<file path="src/rtl/linebuf_window.sv">
// linebuf_window: sliding-window line buffer for the feature-map datapath.
// Accepts a raster-order pixel stream and presents a FSIZE x FSIZE window
// one cycle after each pixel that completes a window. Image width is a
// run-time input. Optional build macro LINEBUF_STRIDE_EN selects
// non-overlapping (stride FSIZE) tiles for pooling; without it the window
// slides with stride 1.
// Handshake: a pixel is accepted on a rising edge where in_valid=1 and
// clear=0; out_valid is a one-cycle pulse with no backpressure, and window
// holds its value until the next accepted pixel.
module linebuf_window #(
  parameter int DWIDTH = 16,
  parameter int FSIZE  = 2,
  parameter int MAXW   = 32
) (
  input  logic                             clk,
  input  logic                             xrst,
  input  logic                             clear,
  input  logic [$clog2(MAXW+1)-1:0]        img_width,
  input  logic                             in_valid,
  input  logic signed [DWIDTH-1:0]         read_data,
  output logic                             out_valid,
  output logic [FSIZE*FSIZE*DWIDTH-1:0]    window
);

  localparam int L  = (FSIZE - 1) * MAXW + FSIZE;
  localparam int CW = $clog2(MAXW + 1);
  localparam int RW = $clog2(FSIZE);
  localparam int IW = $clog2(L);
  localparam logic [RW-1:0] LAST_PH = RW'(FSIZE - 1);

  logic signed [DWIDTH-1:0] sr_q [L];
  logic signed [DWIDTH-1:0] sr_d [L];
  logic [CW-1:0] col_q, col_d;
  logic [RW-1:0] row_ph_q, row_ph_d;
  logic          rows_ok_q, rows_ok_d;
  logic          out_valid_q, out_valid_d;
`ifdef LINEBUF_STRIDE_EN
  logic [RW-1:0] col_ph_q, col_ph_d;
`endif

  logic accept;
  logic col_last;
  logic rows_ok_now;
  logic qualify;

  // Acceptance and window qualification for the pixel presented this cycle
  always_comb begin
    accept      = in_valid & ~clear;
    col_last    = (col_q == img_width - CW'(1));
    rows_ok_now = rows_ok_q | (row_ph_q == LAST_PH);
    qualify     = rows_ok_now & (col_q >= CW'(FSIZE - 1));
`ifdef LINEBUF_STRIDE_EN
    // Only the bottom-right pixel of a disjoint tile completes a window
    qualify     = qualify & (row_ph_q == LAST_PH) & (col_ph_q == LAST_PH);
`endif
  end

  // Next-state for position counters and the output qualifier
  always_comb begin
    col_d       = col_q;
    row_ph_d    = row_ph_q;
    rows_ok_d   = rows_ok_q;
    out_valid_d = 1'b0;
`ifdef LINEBUF_STRIDE_EN
    col_ph_d    = col_ph_q;
`endif
    if (clear) begin
      col_d     = '0;
      row_ph_d  = '0;
      rows_ok_d = 1'b0;
`ifdef LINEBUF_STRIDE_EN
      col_ph_d  = '0;
`endif
    end else if (accept) begin
      col_d       = col_last ? '0 : col_q + CW'(1);
      if (col_last) begin
        row_ph_d = (row_ph_q == LAST_PH) ? '0 : row_ph_q + RW'(1);
      end
      rows_ok_d   = rows_ok_now;
      out_valid_d = qualify;
`ifdef LINEBUF_STRIDE_EN
      // Column phase restarts at each line so tiles never straddle a wrap
      col_ph_d    = (col_last || col_ph_q == LAST_PH) ? '0 : col_ph_q + RW'(1);
`endif
    end
  end

  // Shift chain: newest pixel enters at index 0; clear does not touch data
  always_comb begin
    sr_d = sr_q;
    if (accept) begin
      sr_d[0] = read_data;
      for (int k = 1; k < L; k++) begin
        sr_d[k] = sr_q[k-1];
      end
    end
  end

  // State registers with asynchronous active-low reset
  always_ff @(posedge clk or negedge xrst) begin
    if (!xrst) begin
      for (int k = 0; k < L; k++) begin
        sr_q[k] <= '0;
      end
      col_q       <= '0;
      row_ph_q    <= '0;
      rows_ok_q   <= 1'b0;
      out_valid_q <= 1'b0;
`ifdef LINEBUF_STRIDE_EN
      col_ph_q    <= '0;
`endif
    end else begin
      for (int k = 0; k < L; k++) begin
        sr_q[k] <= sr_d[k];
      end
      col_q       <= col_d;
      row_ph_q    <= row_ph_d;
      rows_ok_q   <= rows_ok_d;
      out_valid_q <= out_valid_d;
`ifdef LINEBUF_STRIDE_EN
      col_ph_q    <= col_ph_d;
`endif
    end
  end

  // Window taps read straight from the chain; row stride is img_width
  always_comb begin
    logic [IW-1:0] tap_idx;
    window = '0;
    for (int i = 0; i < FSIZE; i++) begin
      for (int j = 0; j < FSIZE; j++) begin
        tap_idx = IW'((FSIZE - 1 - i) * int'(img_width) + (FSIZE - 1 - j));
        window[(i*FSIZE+j)*DWIDTH +: DWIDTH] = sr_q[tap_idx];
      end
    end
  end

  assign out_valid = out_valid_q;

endmodule

</file>
<file path="config.mk">
export PLATFORM = sky130hd
export DESIGN_NAME = linebuf_window
export DESIGN_NICKNAME = d
export VERILOG_FILES = /design/src/rtl/linebuf_window.sv
export SDC_FILE = /design/constraint.sdc
export NUM_CORES = 2
export LEC_CHECK = 0
export CAP_MARGIN = 10
export CELL_PAD_IN_SITES_DETAIL_PLACEMENT = 1
export CELL_PAD_IN_SITES_GLOBAL_PLACEMENT = 1
export CORE_ASPECT_RATIO = 1.25
export CORE_UTILIZATION = 50
export DETAILED_ROUTE_END_ITERATION = 8
export PLACE_DENSITY = 0.91
export REMOVE_ABC_BUFFERS = 1
export SLEW_MARGIN = 20
export SYNTH_ARGS = -nofsm -noshare
export SYNTH_HDL_FRONTEND = slang
export SYNTH_SLANG_ARGS = --single-unit
export TNS_END_PERCENT = 5
</file>
<file path="constraint.sdc">
create_clock -name clk -period 15.3 [get_ports clk]
set_input_delay 3.06 -clock clk [delete_from_list [all_inputs] [get_ports clk]]
set_output_delay 3.06 -clock clk [all_outputs]
set_load 0.05 [all_outputs]
</file>
Word level (Yosys, flattened, before mapping)
Index checks and enable logic that the tools add are counted.
{ "classes": {"n_addsub": 4, "multipliers": 0, "div": 0, "n_lt_le_gt_ge": 3, "eq_ne": 1, "shift": 0, "muxes": 17, "bitwise": 6, "reduce_logical": 3} }
{ "ops": {"columns": ["operator", "count"], "rows": [
  ["16-bit binary-select mux with 6-bit select", 2],
  ["16-bit two-way mux", 4],
  ["6-bit two-way mux", 3],
  ["7-bit greater-or-equal comparator, second input constant", 2],
  ["6-bit NOT with 7-bit output", 2],
  ["6-bit by 1-bit adder with 6-bit output, second input constant", 2],
  ["1-bit two-way mux", 8],
  ["6-bit equality test", 1],
  ["6-bit by 1-bit greater-or-equal comparator with 1-bit output, second input constant", 1],
  ["6-bit by 1-bit subtractor with 6-bit output, second input constant", 1],
  ["2-bit nonzero test", 2],
  ["1-bit AND", 2],
  ["2-bit AND reduction", 1],
  ["1-bit adder, second input constant", 1],
  ["1-bit NOT", 1],
  ["1-bit bitwise OR", 1]
]} }
{ "word_totals": {"regBits": 553, "latchBits": 0, "mem_bits_rw": 0, "romBits": 0, "mem_count": 0} }

Depth between registers and ports, before layout
{ "depth": {"word_depth": 5, "ltp_mapped": 18} }

Worst setup path before layout
OpenSTA, ideal clock, no wires.
{ "synth_timing": {"path_type": "input to output", "startpoint": "input img_width[0]", "endpoint": "output window[0]", "arrival_ns": 6.801, "path_slack_ns": 5.439, "stages": 16, "path_buffers": 10, "cell_sequence": "buf_6 > buf_6 > buf_4 > buf_4 > buf_2 > buf_4 > buf_4 > inv_1 > ha_1 > clkbuf_2 > buf_4 > buf_1 > mux4_2 > mux4_2 > nor2b_1 > or3_1"} }
{ "synth_between": {"elab_chain_len": 5} }
{ "synth_lines": {"columns": ["item", "line_no", "source"], "rows": [
  ["start: declaration", "18", "input logic [$clog2(MAXW+1)-1:0] img_width,"],
  ["6-bit by 1-bit adder with 6-bit output", "132", "tap_idx = IW'((FSIZE - 1 - i) * int'(img_width) + (FSIZE - 1 - j));"],
  ["6-bit NOT with 7-bit output (implied by the code)", "133", "window[(i*FSIZE+j)*DWIDTH +: DWIDTH] = sr_q[tap_idx];"],
  ["16-bit binary-select mux with 6-bit select", "133", null],
  ["16-bit two-way mux (implied by the code) (2 in a row)", "133", null],
  ["end: declaration", "22", "output logic [FSIZE*FSIZE*DWIDTH-1:0] window"]
]} }
No other way between the ends. The select of a mux whose other input is x is not followed.

Final worst setup path
{ "layout_timing": {"startpoint": "input img_width[1]", "endpoint": "output window[13]"} }
Same word-level chain as after synthesis.

==> summary.txt <==
Status
  – Run status: complete, but fails checks
  – Failing checks: DRC

Drt
  – Initial DRT Pass Iterations: 9
  – Via count: ~25000
  – Post-route ant nets: 0
  – Routed WL: slightly above 100000 µm
  – Detailed-route DRC error count: 5
  – Vias per std cell: 6.537
  – Initial DRC count: 2824
  – Average wire per standard cell: between 20 and 30 µm

Critical path
  – Setup Crit Path Kind: in -> out
  – CP Depth: 9
  – Worst Path Buf+Inv: 4
  – Reg-to-Reg End: row_ph_q$_DFFE_PN0P_
  – CP Capture Type: output pin
  – CP max stage delay: 0.77 ns
  – R2r startpoint: col_q[4]$_DFFE_PN0P_
  – Crit path max-delay family: buffers and inverters
  – Element type at the critical path start: primary input
  – WP data arrival: 7.72 ns
  – CP dominant cell by count: mux4_2
  – Worst EP required: 12.24 ns
  – Top fanout value on the critical path: 37
  – CP Cell Sequence: buf_6 -> inv_2 -> ha_4 -> buf_4 -> mux4_2 -> mux4_2 -> nor2b_1 -> or3_1 -> clkdlybuf4s50_1
  – Worst setup path end: window[13]
  – CP Launch Point: img_width[1]
  – Flop-to-flop setup slack: 13.18 ns
  – Worst R2R Path Depth: 5
  – CP max-delay cell: ha_4

Logic synthesis
  – Synthesized instance count: 3108
  – Synth Register Bits: 553
  – Post-synth EDFFs: 0
  – Synth cell types: 46
  – Synth top area share: 46.24%
  – Synthesis Warnings: 0
  – Main area contributors after synthesis: dfrtp_1 46%, nand2_1 21%, mux4_2 21%
  – Sequential element share of the synthesized area: 46.24%
  – Synth area leader: dfrtp_1
  – Post-synth top flop: dfrtp_1
  – Syn avg cell area: 9.628 µm²
  – Fraction of registers with async set/reset: between 90% and 100%
  – Mapped cell area: around 30000 µm²
  – Synth top cells by count: 1687 x nand2_1, 553 x dfrtp_1, 273 x mux4_2, 147 x clkbuf_1, 77 x mux2i_1
  – Count leader, synth: nand2_1

Power
  – PwrDens: roughly 120 nW/µm²
  – Static Leak: 16.40 nW
  – VDD IR-drop max: 0.08396 mV
  – Total power: approximately 0.0040 W

Timing
  – Max Clk Rate: 92.77 MHz
  – RSZ-0062 raised after global routing: false
  – Slew HR: a little under a fifth
  – Final period util: between 70% and 80%
  – Max Transition Viols Final: 0
  – Max Clock Skew: around 0.02 ns
  – Slew @ Worst Pin: about 1.2 ns
  – Setup TNS: 0 ns
  – Final hold violations: 0
  – Final Setup Violations: 0
  – Fin crit period: 10.78 ns

Clock network
  – Clk sink count: about 550
  – Total CTS buffers: 57
  – Reg clk slew, reported paths: 0.07 ns
  – Clock buffer depth: 3
  – Post-CTS setup repair buffer count: 0
  – H-tree levels: 2
  – Clk_lat worst skew: 0.64 ns
  – CTS tree: yes
  – Post-cts resize count: 0
  – Root buf cell: clkbuf_16
  – CTS hold repair buffers: 0

Floorplanning
  – Row count: a little under 100
  – Die area: 60840 µm²
  – Initial Utilization: 50.97%
  – Top Ports: 91
  – Core ar.: ~59000 µm²
  – Die span in x: 220.8 µm
  – Die Y-Extent: 275.5 µm

GRT
  – Total grt overflow: 0
  – Number of global-route vias before repair: 26980
  – Initial antenna violation count: 0
  – Largest net degree at the start of global routing: 258
  – Global-route wire length before repair: approximately 160000 µm
  – Gr usage total: 33.11%

Finish
  – Post-layout instance count excluding filler cells: 3840
  – Design Area, Final: 33070 µm²
  – Fraction of layout cells with a size suffix above 1: 13.75%
  – N_diodes: 0
  – Final nets: 3067
  – Syn-to-layout area delta: 10.52%

Placed design
  – Number of placed instances, taps included: 3732
  – Number of I/O port buffers: 90
  – Gpl congestion: 0.8336
  – HPWL after DPL: 54700 µm
  – Placed inst area: 30960 µm²

Flow run
  – MaxCap Viol Count: 0

Min path
  – Hold path cells: 2
  – Hold Path Class: reg -> reg
cells in the final DEF, fill, tap and decap left out, types with 3 or more instances in the layout:
cell type / n
a21oi_1: 25
a221oi_1: 13
a31oi_1: 4
buf_12: 7
buf_4: 22
buf_8: 3
bufinv_16: 7
clkbuf_1: 7
clkbuf_16: 59
clkbuf_8: 18
clkdlybuf4s50_1: 86
clkinv_2: 11
dfrtp_1: 553
ha_1: 4
inv_1: 7
mux2i_1: 77
mux4_2: 273
nand2_1: 1687
nand2b_1: 11
nand3_1: 6
nor2_1: 29
nor2b_1: 17
nor3_1: 9
nor3b_1: 3
o21ai_0: 45
o22ai_1: 32
or3_1: 16
xnor2_1: 4
xor2_1: 6
layer usage:
metal,GRT usage (%),wire length (µm),vias to the layer above,part of all wire [%]
li1,-,-,10200,-
met1,39.15,36030,13060,36
met2,55.85,50000,1408,50
met3,6.919,8028,438,8.0
met4,20.81,6516,0,6.5
met5,0,0,-,0
flip-flops by register name (all words and copies together), names as in the netlist:
signal	flops
col_q	6
rows_ok_q	1
out_valid	1
sr_q	544
row_ph_q	1
cells by family (layout without fill, tap and decap cells):
group | count (synthesis) | in the layout | synth area share [%]
adder cells (fa/ha/maj) | 5 | 5 | 0.2091
AO/OA/AOI/OAI | 131 | 131 | 2.626
buffers and inverters | 261 | 236 | 4.244
XOR/XNOR | 12 | 12 | 0.3512
flip-flops | 553 | 553 | 46.24
AND/OR/NAND/NOR | 1795 | 1795 | 23.17
multiplexers | 351 | 351 | 23.16
cell type report:
| cell class | instances | area, µm² |
|---|---|---|
| Fill cell | 6375 | 25640 |
| Tap cell | 757 | 947.2 |
| Timing Repair Buffer | 122 | 1289 |
| Inverter | 8 | 30.03 |
| Clock buffer | 84 | 1750 |
| Multi-Input combinational cell | 2294 | 14920 |
| Clock inverter | 22 | 299.0 |
| Sequential cell | 553 | 13840 |
metrics by stage:
step,hold WS [ns],worst slack (ns),utilization [%]
detailed placement,0.5070,4.586,52.73
global route,0.5393,4.328,56.33
finish,0.5104,4.520,56.33
floorplan,0.4574,-7.027,-
global placement,0.4774,4.641,52.71
CTS,0.5144,4.522,56.22
worst min path at each step:
stage                          startpoint               endpoint  slack (ns)
finish              sr_q[483]$_DFFE_PN0P_  sr_q[467]$_DFFE_PN0P_        0.51
global route          sr_q[9]$_DFFE_PN0P_    sr_q[9]$_DFFE_PN0P_        0.54
CTS                 sr_q[483]$_DFFE_PN0P_  sr_q[467]$_DFFE_PN0P_        0.51
detailed placement  sr_q[125]$_DFFE_PN0P_  sr_q[109]$_DFFE_PN0P_        0.51
global placement    rows_ok_q$_DFFE_PN0P_  rows_ok_q$_DFFE_PN0P_        0.48
floorplan           rows_ok_q$_DFFE_PN0P_  rows_ok_q$_DFFE_PN0P_        0.46
worst reg2reg max path: cells and delay by family (launching register included):
family,cells,cell delay [ns]
xor+xnor,1,0.31
flops,1,0.46
mux,1,0.38
simple gates,3,0.87
where the power goes:
group | switching (W) | internal, W | leakage, nW
logic | 0.000396 | 0.000278 | 7.80
clock network | 0.000634 | 0.000908 | 1.02
registers | 0.000182 | 0.00160 | 7.58
Note: power is estimated with default switching activity, not from simulation.
